[src/rtl/msu_pkg.sv]
// Shared types for the modular squaring unit and its host-side controller.
package msu_pkg;

  localparam int unsigned TotalWordBits = 32;

  typedef logic [TotalWordBits-1:0] msu_word_t;

  typedef enum logic [2:0] {
    IDLE,
    LAUNCH,
    RUN,
    DRAIN,
    RESP
  } msu_ctrl_state_e;

  typedef enum logic [1:0] {
    OK      = 2'b00,
    ABORTED = 2'b01,
    TIMEOUT = 2'b10
  } msu_ctrl_status_e;

endpackage

[src/rtl/msu_ctrl.sv]
// Host-side job controller for the MSU: launch, count squarings, stop, and report a response.
// Optional run watchdog enabled by defining MSU_CTRL_TIMEOUT_EN.
module msu_ctrl
  import msu_pkg::*;
#(
  parameter int unsigned IterBits      = 64,
  parameter int unsigned DrainCycles   = 3,
  parameter int unsigned TimeoutCycles = 8
) (
  input  logic                     clk_i,
  input  logic                     rst_i,
  input  logic                     req_valid_i,
  output logic                     req_ready_o,
  input  logic [TotalWordBits-1:0] req_nr_i,
  input  logic [TotalWordBits-1:0] req_r_i,
  input  logic [IterBits-1:0]      req_iter_i,
  input  logic                     abort_i,
  output logic                     rsp_valid_o,
  input  logic                     rsp_ready_i,
  output logic [TotalWordBits-1:0] rsp_nr_o,
  output logic [TotalWordBits-1:0] rsp_r_o,
  output logic [IterBits-1:0]      rsp_iter_o,
  output logic [1:0]               rsp_status_o,
  output logic                     busy_o,
  output logic                     msu_start_o,
  output logic                     msu_stop_o,
  output logic [TotalWordBits-1:0] msu_nr_o,
  output logic [TotalWordBits-1:0] msu_r_o,
  input  logic                     msu_valid_i,
  input  logic [TotalWordBits-1:0] msu_nr_i,
  input  logic [TotalWordBits-1:0] msu_r_i
);

  localparam int unsigned DrainBits = $clog2(DrainCycles + 1);

  msu_ctrl_state_e      r_state, w_state_d;
  msu_ctrl_status_e     r_status, w_status_d;
  logic [DrainBits-1:0] r_drain, w_drain_d;
  logic                 r_drain_to_idle, w_drain_to_idle_d;
  msu_word_t            r_nr, r_r;
  logic [IterBits-1:0]  r_iter, r_cnt;
  logic                 w_accept, w_last, w_timeout;

  assign w_accept = (r_state == IDLE) && req_valid_i;
  // The N-th pulse: stop must coincide with it so the MSU loop ends on this square.
  assign w_last   = (r_state == RUN) && msu_valid_i && (r_cnt == r_iter - IterBits'(1));

`ifdef MSU_CTRL_TIMEOUT_EN
  localparam int unsigned WdogBits = $clog2(TimeoutCycles + 1);
  logic [WdogBits-1:0] r_wdog;

  always_ff @(posedge clk_i) begin
    if (rst_i) begin
      r_wdog <= '0;
    end else if (r_state == LAUNCH || msu_valid_i) begin
      r_wdog <= '0;
    end else if (r_state == RUN) begin
      r_wdog <= r_wdog + 1'b1;
    end
  end

  // A pulse in the expiry cycle wins over the timeout.
  assign w_timeout = (r_state == RUN) && !msu_valid_i &&
                     (r_wdog == WdogBits'(TimeoutCycles - 1));
`else
  assign w_timeout = 1'b0;
`endif

  always_ff @(posedge clk_i) begin
    if (rst_i) begin
      r_state         <= DRAIN;
      r_status        <= OK;
      r_drain         <= DrainBits'(DrainCycles);
      r_drain_to_idle <= 1'b1;
    end else begin
      r_state         <= w_state_d;
      r_status        <= w_status_d;
      r_drain         <= w_drain_d;
      r_drain_to_idle <= w_drain_to_idle_d;
    end
  end

  always_comb begin
    w_state_d         = r_state;
    w_status_d        = r_status;
    w_drain_d         = r_drain;
    w_drain_to_idle_d = r_drain_to_idle;
    unique case (r_state)
      IDLE: begin
        if (req_valid_i) begin
          w_status_d = OK;
          if (req_iter_i == '0) begin
            w_state_d = RESP;
          end else begin
            w_state_d = LAUNCH;
          end
        end
      end
      LAUNCH: begin
        if (abort_i) begin
          w_state_d         = DRAIN;
          w_status_d        = ABORTED;
          w_drain_d         = DrainBits'(DrainCycles);
          w_drain_to_idle_d = 1'b0;
        end else begin
          w_state_d = RUN;
        end
      end
      RUN: begin
        if (w_last) begin
          w_state_d  = RESP;
          w_status_d = OK;
        end else if (abort_i || w_timeout) begin
          w_state_d         = DRAIN;
          w_status_d        = abort_i ? ABORTED : TIMEOUT;
          w_drain_d         = DrainBits'(DrainCycles);
          w_drain_to_idle_d = 1'b0;
        end
      end
      DRAIN: begin
        if (r_drain <= DrainBits'(1)) begin
          if (r_drain_to_idle) begin
            w_state_d = IDLE;
          end else begin
            w_state_d = RESP;
          end
        end else begin
          w_drain_d = r_drain - 1'b1;
        end
      end
      RESP: begin
        if (rsp_ready_i) begin
          w_state_d = IDLE;
        end
      end
      default: w_state_d = IDLE;
    endcase
  end

  // One value register serves as MSU seed until the first capture, then as last square.
  always_ff @(posedge clk_i) begin
    if (rst_i) begin
      r_nr   <= '0;
      r_r    <= '0;
      r_iter <= '0;
      r_cnt  <= '0;
    end else if (w_accept) begin
      r_nr   <= req_nr_i;
      r_r    <= req_r_i;
      r_iter <= req_iter_i;
      r_cnt  <= '0;
    end else if (r_state == RUN && msu_valid_i) begin
      r_nr  <= msu_nr_i;
      r_r   <= msu_r_i;
      r_cnt <= r_cnt + 1'b1;
    end
  end

  assign req_ready_o  = (r_state == IDLE);
  assign busy_o       = (r_state != IDLE);
  assign rsp_valid_o  = (r_state == RESP);
  assign msu_start_o  = (r_state == LAUNCH);
  assign msu_stop_o   = (r_state == DRAIN) || w_last;
  assign msu_nr_o     = r_nr;
  assign msu_r_o      = r_r;
  assign rsp_nr_o     = r_nr;
  assign rsp_r_o      = r_r;
  assign rsp_iter_o   = r_cnt;
  assign rsp_status_o = r_status;

endmodule
[config.mk]
export PLATFORM = sky130hd
export DESIGN_NAME = msu_ctrl
export DESIGN_NICKNAME = d
export VERILOG_FILES = /design/src/rtl/msu_pkg.sv /design/src/rtl/msu_ctrl.sv
export SDC_FILE = /design/constraint.sdc
export NUM_CORES = 1
export LEC_CHECK = 0
export BUFFER_PORTS_ARGS = -buffer_cell sky130_fd_sc_hd__buf_2
export CAP_MARGIN = 25
export CORE_ASPECT_RATIO = 1.4
export CORE_UTILIZATION = 35
export DETAILED_ROUTE_END_ITERATION = 6
export PLACE_DENSITY = 0.65
export SLEW_MARGIN = 20
export SYNTH_ARGS = -nofsm -noshare
export SYNTH_HDL_FRONTEND = slang
export SYNTH_SLANG_ARGS = --single-unit
[constraint.sdc]
create_clock -name clk_i -period 6.4 [get_ports clk_i]
set_clock_uncertainty 0.05 [all_clocks]
set_input_delay 0.64 -clock clk_i [delete_from_list [all_inputs] [get_ports clk_i]]
set_output_delay 0.64 -clock clk_i [all_outputs]
set_load 0.02 [all_outputs]
==> run_results.csv <==
group,metric,value,unit
global_route,grt_pass1_vias,10500,
worst_setup_path,cp_slowest_cell,"or4b_1",
yosys,syn_area,0.0112,mm2
route,dr.pass1.iters,5,
route,via_count,11100,
worst_setup_path,cp_num_cells,12,
place,gp_congestion,0.948,
final_layout,layout_common_cells,"buf_2, dfxtp_1, nand2_1",
power,internal-power,2.59,mW
global_route,antenna_found_initial,12,
global_route,grt_max_degree,102,
worst_setup_path,crit_buf_inv,2,
worst_hold_path,whs_path_depth,3,
power,peakVddDrop,0.000187,V
worst_setup_path,critPathKind,"flip-flop to output pin",
sta,worst_pin_slew,1.09,ns
sta,holdWs,0.387,ns
final_layout,regArea,0.00400,mm2
yosys,synth_area_per_cell,8.05,um2
sta,rsz0062_at_grt,"false",
clock_tree,clk_latency,0.45,ns
route,drc,0,
power,power_density,298,mW/mm2
yosys,syn_inst,1388,
global_route,grt-ovfl-total,0,
final_layout,post-route-util,0.431,
clock_tree,cts_post_setup_buffers_inserted,0,
global_route,grt_pass1_wl,61300,um
worst_setup_path,required,5.71,ns
place,dp_hpwl,33100,um
clock_tree,cts_resized,0,
sta,finalCriticalPeriod,5.35,ns
clock_tree,h-tree-depth,4,
floorplan,die_w,153,um
place,preCtsSetupSlack,1.55,ns
worst_setup_path,end_kind,"output pin",
worst_setup_path,crit_path_cell_trace,"inv_1 -> ha_1 -> nor4b_2 -> nand4_1 -> or4b_1 -> nor4_1 -> mux2_2 -> nor3_1 -> nand4b_1 -> or4_1 -> o21ai_0 -> buf_2",
sta,tns,0,ns
yosys,synth_cell_types,68,
floorplan,num_rows,77,
sta,fmax,0.187,GHz
sta,fin_ws,1.05,ns
sta,post-route-period-util,0.836,
final_layout,drive_gt1_frac,0.276,
worst_setup_path,arrival,4.66,ns
route,wl_per_cell,19.9,um
yosys,synth_edf_count,0,
clock_tree,path_clk_slew,0.07,ns
floorplan,io_pins,397,
power,power_frac_seq,0.357,
worst_setup_path,cpPeakStageDelay,0.82,ns
worst_setup_path,ff2ff_path_depth,12,
worst_setup_path,worstSetupStartpointType,"flip-flop",
clock_tree,clock_path_buffers,2,
yosys,ys_warn_count,0,
route,vias_per_cell,5.34,
yosys,ys_ff_latch,200,
sta,report.final.setup_viol,0,
yosys,ys_seq_area_frac,0.358,
status,outcome,"completed",
clock_tree,cts_buffers,17,
power,p_switching,1.45,mW
power,pwr-share-clk,0.282,
yosys,syn_nets,1589,
worst_setup_path,critical-path-top-delay-family,"simple AND/OR/NAND/NOR gates",
sta,hold_viol,0,
place,io_buffers,396,
floorplan,core,0.0315,mm2
worst_setup_path,worstPathMaxFanout,10,
power,p_leak,5.75,nW
final_layout,nFillCells,3246,
sta,slew_headroom,0.265,
power,p_sw_frac,0.360,
floorplan,initial_core_util,0.355,
clock_tree,postCtsHoldBufs,0,
final_layout,multi_input_area,0.00630,mm2
final_layout,final_common_cell,"buf_2",
power,p_comb_frac,0.360,
clock_tree,cts.sinks,200,
power,total_power,4.04,mW
yosys,synthArstFlopShare,0,
route,ant_nets,0,
global_route,grt_usage,0.250,
yosys,synth_ff_type,"dfxtp_1",
floorplan,dieArea,0.0326,mm2
route,drt_iter0_drc,541,
final_layout,nNetsFinal,1866,
worst_hold_path,min_path_type,"primary input to flip-flop",
sta,finalMaxSlewViolations,0,
final_layout,syn_to_final_growth,21.4,%
route,wl,41300,um
clock_tree,cts_tree,"done",
floorplan,die_h,213,um
clock_tree,cts_root_buf,"clkbuf_16",
job,drv_cap,0,
==> layer usage <==
metal | global-route usage | share of wire | wire, um
met2 | 0.428 | 0.49 | 20300
met4 | 0.147 | 0.050 | 2080
met5 | 0 | 0.0019 | 77
met3 | 0.0671 | 0.064 | 2660
met1 | 0.279 | 0.39 | 16300
==> cells by family (layout without fill, tap and decap cells) <==
family	after synthesis	count (layout)	share of synthesized area
AO/OA/AOI/OAI	234	234	0.132
XOR/XNOR	133	133	0.104
adder cells (fa/ha/maj)	3	3	0.00336
buffers and inverters	167	456	0.0809
flip-flops	200	200	0.358
multiplexers	74	74	0.0665
other	0	5	0
AND/OR/NAND/NOR	577	577	0.255
==> synthesized netlist by cell type (4+ instances only) <==
cell,instances,share of area
nor2_1,147,0.049
buf_1,15,0.0050
nand3_1,32,0.014
nor2b_1,5,0.0028
nand2_1,178,0.060
or4_1,10,0.0067
clkbuf_1,61,0.020
buf_6,4,0.0040
a31oi_1,7,0.0039
and3_1,9,0.0050
nand4_1,26,0.015
a21oi_1,91,0.041
mux2i_1,72,0.065
or2_2,5,0.0028
inv_1,18,0.0060
nor4_1,53,0.030
nor3_1,35,0.016
buf_2,5,0.0022
o31ai_1,4,0.0027
buf_4,64,0.043
nand2b_1,9,0.0050
nor4b_1,4,0.0031
o21ai_0,29,0.013
a211oi_1,67,0.045
nand4b_1,4,0.0031
xor2_1,51,0.040
dfxtp_1,200,0.36
o211ai_1,5,0.0034
or3_1,33,0.018
xnor2_1,82,0.064
==> path summary, 6_finish.rpt <==
| kind | start | end | slack (ns) |
|---|---|---|---|
| worst max-delay path | r_iter[0] | msu_stop_o | 1.05 |
| worst min-delay path | req_iter_i[61] | r_iter[61] | 0.39 |
| worst max register to register | r_iter[0] | r_drain[0] | 2.06 |
| worst min register to register | rsp_status_o[1] | rsp_status_o[1] | 0.39 |
==> per-stage QoR <==
stage / cell area (um2) / instances
2_1_floorplan: 11200 / 1388
3_3_place_gp: 12900 / 2039
3_5_place_dp: 12900 / 2040
4_1_cts: 13500 / 2071
5_1_grt: 13600 / 2075
6_report: 13600 / 2077
==> registers in the layout, indices dropped and copies added, names as in the netlist <==
name	flops
msu_nr_o	32
msu_r_o	32
r_drain	2
r_drain_to_idle	1
r_iter	64
r_state	3
rsp_iter_o	64
rsp_status_o	2
==> tightest hold or removal path, delay by kind of cell <==
family,cells,cell delay [ns]
AO/OA/AOI/OAI,1,0.05
buffers and inverters,1,0.11
AND/OR/NAND/NOR,1,0.05
==> power groups by stage <==
stage | logic (mW) | clock network (mW) | registers (mW)
3_5_place_dp | 1.45 | 0 | 1.47
3_3_place_gp | 1.45 | 0 | 1.47
2_1_floorplan | 1.05 | 0 | 1.51
5_1_grt | 1.58 | 1.21 | 1.46
4_1_cts | 1.46 | 1.17 | 1.44
6_report | 1.46 | 1.14 | 1.44
==> cell type report <==
cell class                 instances  area share
sequential                       200       0.295
tap                              395      0.0364
inverter                          18     0.00498
clock buffer                      21      0.0347
antenna                            5    0.000922
timing repair buffer             407       0.153
clock inverter                    10      0.0105
multi-input combinational       1021       0.464
Power figures use the tool's default switching activity.
